[src/rtl/ahb_pkg.sv]
// Shared AHB encodings and slave FSM states for the on-chip SRAM window.
package ahb_pkg;

  typedef enum logic [1:0] {
    HTRANS_IDLE   = 2'b00,
    HTRANS_BUSY   = 2'b01,
    HTRANS_NONSEQ = 2'b10,
    HTRANS_SEQ    = 2'b11
  } htrans_e;

  localparam logic HRESP_OKAY  = 1'b0;
  localparam logic HRESP_ERROR = 1'b1;

  typedef enum logic [2:0] {
    S_IDLE,
    S_WAIT,
    S_DATA,
    S_ERR1,
    S_ERR2
  } slave_state_e;

endpackage

[src/rtl/ahb_sram_slave_if.sv]
// AHB master<->slave signal bundle (clock and reset travel as plain ports).
interface ahb_sram_slave_if
  import ahb_pkg::*;
#(
  parameter int ADDR_W = 21,
  parameter int DATA_W = 8
);
  logic              HSEL;
  logic [ADDR_W-1:0] HADDR;
  logic              HWRITE;
  htrans_e           HTRANS;
  logic [DATA_W-1:0] HWDATA;
  logic [DATA_W-1:0] HRDATA;
  logic              HREADYOUT;
  logic              HRESP;

  modport slave  (input  HSEL, HADDR, HWRITE, HTRANS, HWDATA,
                  output HRDATA, HREADYOUT, HRESP);
  modport master (output HSEL, HADDR, HWRITE, HTRANS, HWDATA,
                  input  HRDATA, HREADYOUT, HRESP);
endinterface

[src/rtl/ahb_sram_mem.sv]
// Byte-wide storage: synchronous write, asynchronous read, contents not reset.
module ahb_sram_mem #(
  parameter int DATA_W    = 8,
  parameter int MEM_DEPTH = 256,
  localparam int AW       = $clog2(MEM_DEPTH)
) (
  input  logic              clk,
  input  logic              we,
  input  logic [AW-1:0]     waddr,
  input  logic [DATA_W-1:0] wdata,
  input  logic [AW-1:0]     raddr,
  output logic [DATA_W-1:0] rdata
);

  logic [DATA_W-1:0] mem [MEM_DEPTH];

  always_ff @(posedge clk) begin
    if (we) mem[waddr] <= wdata;
  end

  assign rdata = mem[raddr];

endmodule

[src/rtl/ahb_sram_slave.sv]
// AHB slave fronting an on-chip byte SRAM window with optional wait states
// and a two-cycle ERROR response for addresses outside the window.
module ahb_sram_slave
  import ahb_pkg::*;
#(
  parameter int              ADDR_W      = 21,
  parameter int              DATA_W      = 8,
  parameter int              MEM_DEPTH   = 256,
  parameter logic [ADDR_W-1:0] BASE_ADDR = '0,
  parameter int              WAIT_STATES = 0
) (
  input  logic             HCLK,
  input  logic             HRESETn,
  ahb_sram_slave_if.slave  bus
);

  localparam int OFF_W = $clog2(MEM_DEPTH);
  localparam logic [1:0] WS_M1 = (WAIT_STATES > 0) ? 2'(WAIT_STATES - 1) : 2'd0;

  slave_state_e      state, state_n;
  logic [1:0]        wcnt, wcnt_n;
  logic [OFF_W-1:0]  off_q;
  logic              write_q;
  logic              load_addr;
  logic              hready, hresp;
  logic              xfer_vld, in_range;
  logic [ADDR_W:0]   off_full;
  logic [DATA_W-1:0] mem_rdata;

  assign xfer_vld = bus.HSEL &&
                    (bus.HTRANS == HTRANS_NONSEQ || bus.HTRANS == HTRANS_SEQ);

  // One extra bit so an address below BASE_ADDR shows up as negative
  // instead of wrapping into the window.
  assign off_full = {1'b0, bus.HADDR} - {1'b0, BASE_ADDR};
  assign in_range = !off_full[ADDR_W] && (off_full < (ADDR_W+1)'(MEM_DEPTH));

  always_ff @(posedge HCLK or negedge HRESETn) begin
    if (!HRESETn) begin
      state   <= S_IDLE;
      wcnt    <= '0;
      off_q   <= '0;
      write_q <= 1'b0;
    end else begin
      state <= state_n;
      wcnt  <= wcnt_n;
      if (load_addr) begin
        off_q   <= off_full[OFF_W-1:0];
        write_q <= bus.HWRITE;
      end
    end
  end

  always_comb begin
    state_n   = state;
    wcnt_n    = wcnt;
    hready    = 1'b1;
    hresp     = HRESP_OKAY;
    load_addr = 1'b0;
    unique case (state)
      S_WAIT: begin
        hready = 1'b0;
        if (wcnt == 2'd0) state_n = S_DATA;
        else              wcnt_n  = wcnt - 2'd1;
      end
      S_ERR1: begin
        hready  = 1'b0;
        hresp   = HRESP_ERROR;
        state_n = S_ERR2;
      end
      default: begin
        // S_IDLE, S_DATA and S_ERR2 all close with HREADYOUT high, so the
        // next address phase is sampled here.
        if (state == S_ERR2) hresp = HRESP_ERROR;
        state_n = S_IDLE;
        if (xfer_vld) begin
          if (in_range) begin
            load_addr = 1'b1;
            wcnt_n    = WS_M1;
            state_n   = (WAIT_STATES > 0) ? S_WAIT : S_DATA;
          end else begin
            state_n = S_ERR1;
          end
        end
      end
    endcase
  end

  ahb_sram_mem #(
    .DATA_W    (DATA_W),
    .MEM_DEPTH (MEM_DEPTH)
  ) u_mem (
    .clk   (HCLK),
    .we    (state == S_DATA && write_q),
    .waddr (off_q),
    .wdata (bus.HWDATA),
    .raddr (off_q),
    .rdata (mem_rdata)
  );

  assign bus.HREADYOUT = hready;
  assign bus.HRESP     = hresp;
  assign bus.HRDATA    = (state == S_DATA && !write_q) ? mem_rdata : '0;

endmodule

[src/flat_wrapper.sv]
// flat-port wrapper written by rule: the top's interface ports become plain ports
module ahb_sram_slave_flat import ahb_pkg::*;
#(
  parameter int              ADDR_W      = 21,
  parameter int              DATA_W      = 8,
  parameter int              MEM_DEPTH   = 256,
  parameter logic [ADDR_W-1:0] BASE_ADDR = '0,
  parameter int              WAIT_STATES = 0
)
  (HCLK, HRESETn, bus_HSEL, bus_HADDR, bus_HWRITE, bus_HTRANS, bus_HWDATA, bus_HRDATA, bus_HREADYOUT, bus_HRESP);
  ahb_sram_slave_if #(.ADDR_W(ADDR_W), .DATA_W(DATA_W)) bus_i ();
  input  logic HCLK;
  input  logic HRESETn;
  input wire logic [$bits(bus_i.HSEL)-1:0] bus_HSEL;
  input wire logic [$bits(bus_i.HADDR)-1:0] bus_HADDR;
  input wire logic [$bits(bus_i.HWRITE)-1:0] bus_HWRITE;
  input wire logic [$bits(bus_i.HTRANS)-1:0] bus_HTRANS;
  input wire logic [$bits(bus_i.HWDATA)-1:0] bus_HWDATA;
  output wire logic [$bits(bus_i.HRDATA)-1:0] bus_HRDATA;
  output wire logic [$bits(bus_i.HREADYOUT)-1:0] bus_HREADYOUT;
  output wire logic [$bits(bus_i.HRESP)-1:0] bus_HRESP;
  assign bus_i.HSEL = bus_HSEL;
  assign bus_i.HADDR = bus_HADDR;
  assign bus_i.HWRITE = bus_HWRITE;
  assign bus_i.HTRANS = bus_HTRANS;
  assign bus_i.HWDATA = bus_HWDATA;
  assign bus_HRDATA = bus_i.HRDATA;
  assign bus_HREADYOUT = bus_i.HREADYOUT;
  assign bus_HRESP = bus_i.HRESP;
  ahb_sram_slave #(.ADDR_W(ADDR_W), .DATA_W(DATA_W), .MEM_DEPTH(MEM_DEPTH), .BASE_ADDR(BASE_ADDR), .WAIT_STATES(WAIT_STATES)) u_core (.HCLK(HCLK), .HRESETn(HRESETn), .bus(bus_i));
endmodule
[config.mk]
export PLATFORM = sky130hd
export DESIGN_NAME = ahb_sram_slave_flat
export DESIGN_NICKNAME = d
export VERILOG_FILES = /design/src/rtl/ahb_pkg.sv /design/src/rtl/ahb_sram_slave_if.sv /design/src/rtl/ahb_sram_mem.sv /design/src/rtl/ahb_sram_slave.sv /design/src/flat_wrapper.sv
export SDC_FILE = /design/constraint.sdc
export NUM_CORES = 2
export LEC_CHECK = 0
export CAP_MARGIN = 20
export CORE_UTILIZATION = 55
export DETAILED_ROUTE_END_ITERATION = 12
export PLACE_DENSITY_LB_ADDON = 0.2
export SLEW_MARGIN = 10
export SYNTH_ARGS = -nofsm -noshare
export SYNTH_HDL_FRONTEND = slang
export SYNTH_HIERARCHICAL = 1
export SYNTH_SLANG_ARGS = --single-unit
[constraint.sdc]
create_clock -name HCLK -period 3.44 [get_ports HCLK]
set_clock_uncertainty 0.1 [all_clocks]
set_input_delay 0.344 -clock HCLK [delete_from_list [all_inputs] [get_ports HCLK]]
set_output_delay 0.344 -clock HCLK [all_outputs]
set_load 0.02 [all_outputs]
==> summary.txt <==
Outcome
  – Outcome: finished, violations left
  – Failing checks: setup timing

Drt
  – Post-route DRC violation count: 0
  – Initial drt markers: 5162
  – Vias: 41913
  – DR vias/cell: 6.31
  – Total Wirelength: 199 mm
  – First-pass detailed-route iteration total: 5
  – Routed length per instance: 30.0 µm
  – Met3 WL: 18.0 mm
  – Met2 wire length: 96.6 mm
  – Max layer used: met4
  – Antenna viol nets, final: 0
  – M1 WL: 78.8 mm

Placed design
  – Placed wire-length estimate: 125 mm
  – Port Buffers: 43
  – Post-Place Setup Slack: -1.18 ns
  – Routability cong.: 0.903

Cells and area
  – Final Core Density: 67.0%
  – Share of cells above drive strength 1: 35.5%
  – Nets: 4604
  – # fillers: 9182
  – Synthesis-to-layout area growth: 20.4%

Yosys
  – Mapped Nets: 3819
  – Mean post-synth cell area: 21.2 µm²
  – Largest cells by area after synthesis: edfxtp_1, mux4_2, mux2i_1
  – Yosys warnings: 6
  – Distinct cells, synth: 64
  – Leading area contributor after synthesis: edfxtp_1
  – Post-Syn Instances: 3783
  – Post-synth EDFFs: 2048
  – Main synth FF type: edfxtp_1
  – Count leader, synth: edfxtp_1
  – Seq/Total Area, Yosys: 77.2%
  – Synth top area share: 76.7%
  – Synthesized cell area: 80100 µm²
  – #FFs+latches synth: 2062
  – Asr flop ratio synth: 0.679%
  – Synth cell count leaders: edfxtp_1, mux4_2, nor2_1, mux2i_1, a22oi_1

Global routing
  – GRT Util Overall: 27.5%
  – Aggregate global routing overflow: 0
  – Initial antenna violation count: 3
  – Number of global-route vias before repair: 41969
  – Pin count of the biggest net entering global routing: 109
  – First-pass GRT wire length: 290 mm

Timing
  – Slew @ Worst Pin: 0.953 ns
  – WHS: 0.0437 ns
  – RSZ-0062 raised after global routing: true
  – Endpoints failing setup: 8
  – Relative slew slack: 36.3%
  – Fin crit period: 4.35 ns
  – Slew Limit Fails: 0
  – FMAX: 230 MHz
  – Final period util: 127%
  – Fin. Hold Viols: 0
  – Setup slack after layout: -0.913 ns

Clock tree
  – TritonCTS clock tree: done
  – H-tree depth: 4
  – Worst-path clk slew: 0.06 ns
  – TritonCTS Buffers: 197
  – Root Driver: clkbuf_16
  – Skew-Pair Late Insertion Delay: 0.84 ns
  – Clk buf depth: 3
  – Clock Sinks: 2062

Critical path
  – Crit path cell chain: buf_12, buf_12, buf_8, buf_12, mux4_2, a22oi_2, a31oi_4, nor4_4, buf_4, nor4_2, and2_4, buf_6
  – Worst r2r src: u_core/off_q[0]$_DFFE_PN0P_
  – Critical Path Fanout Max: 8
  – CP max-delay cell: mux4_2
  – Crit path largest cell delay: 0.53 ns
  – Critical path arrival: 3.91 ns
  – Family with the most delay on the worst path: buffers and inverters
  – Required time of the critical path: 3.00 ns
  – Worst setup startpoint: u_core/off_q[0]$_DFFE_PN0P_
  – Crit. End Element: output port
  – Crit Path Class: flip-flop to output port
  – Worst reg2reg setup slack: 0.30 ns
  – Worst path most repeated cell: buf_12
  – Worst path bufs/invs: 6
  – Startpoint types: flip-flop

Power
  – Cell Pwr Density: 521 nW/µm²
  – Pleak: 30.5 nW
  – Peak supply drop: 0.000529 V
  – Pwr Total: 50.3 mW

Die
  – Starting Density: 55.6%
  – Die ar.: 147000 µm²
  – Width of the chip: 384 µm
  – IO Pins: 45
  – Row count: 139
  – Core box area: 144000 µm²
  – Die Ht: 384 µm

Hold path
  – Hold Path Origin: bus_HWRITE
  – Min-delay worst type: primary input to flip-flop

Job
  – # Max-Cap Violations: 0
-- power breakdown --
group	internal [mW]	total [mW]	switching (mW)	leakage, nW
registers	27.6	27.6	0.00419	18.6
logic	0.131	0.613	0.482	8.68
clock network	12.7	22.0	9.38	3.22
-- logic make-up after synthesis --
family,after synthesis,share of synthesized area (%)
adders and majority gates,1,0.0156
buffers and inverters,237,1.83
DFF,2062,77.2
and+or+nand+nor,493,2.85
AOI/OAI and AO/OA,390,3.44
muxes,600,14.7
-- layer usage --
metal	vias up	global-route usage, %
li1	17492	-
met1	22021	39.7
met2	2076	43.5
met3	324	4.92
met4	0	8.26
met5	-	0
-- final cells by class --
cell class,instances,area [µm²],share of cell area (%)
diodes,2,5.00,0.00519
clock buffers,233,5130,5.31
clock inverters,139,1480,1.54
inverters,4,15.0,0.0156
multi-input cells,1484,17700,18.4
flip-flops and latches,2062,61900,64.1
well taps,1903,2380,2.47
repair buffers,819,7920,8.20
-- flip-flops by register name, indices dropped and copies added (netlist names) --
register and flops:
u_core/state 3, u_core/u_mem/mem 2048, u_core/write_q 1, u_core/off_q 8
u_core/wcnt 2
-- final timing paths --
kind                       depth (start not counted)                                end
max reg2reg                                        9  u_core/u_mem/mem[41][1]$_DFFE_PP_
min reg2reg                                        1         u_core/wcnt[0]$_DFFE_PN0P_
min                                                2         u_core/write_q$_DFFE_PN0P_
max                                               12                      bus_HRDATA[5]
min in group asynchronous                          2        u_core/off_q[1]$_DFFE_PN0P_
max in group asynchronous                          2        u_core/off_q[0]$_DFFE_PN0P_
-- per-stage QoR --
stage	std cells	area, µm²	TNS, ns
floorplan	3783	80100	0
global placement	6195	87900	-8.30
detailed placement	6196	87900	-8.08
CTS	6623	96200	-7.10
global route	6646	96500	-7.59
finish	6646	96500	-7.01
-- placed cells by master (no fill, tap or decap), types with 52 or more instances in the layout --
cell type     n
buf_12       83
mux4_2      455
nor2_1      275
mux2i_1     134
clkinv_1     52
buf_4       640
edfxtp_1   2048
clkbuf_16   200
a22oi_1     106
a21oi_1      82
-- what timing repair did --
action                                 4_1_cts  5_1_grt
pin swaps                                   51       35
hold buffers                                 7        0
setup endpoints to repair                    8        8
resized for setup                          233       36
endpoints found under the hold margin      409        0
setup buffers                               40       22
gates cloned                                10        0
No activity file was read; power rests on OpenSTA's default activity.
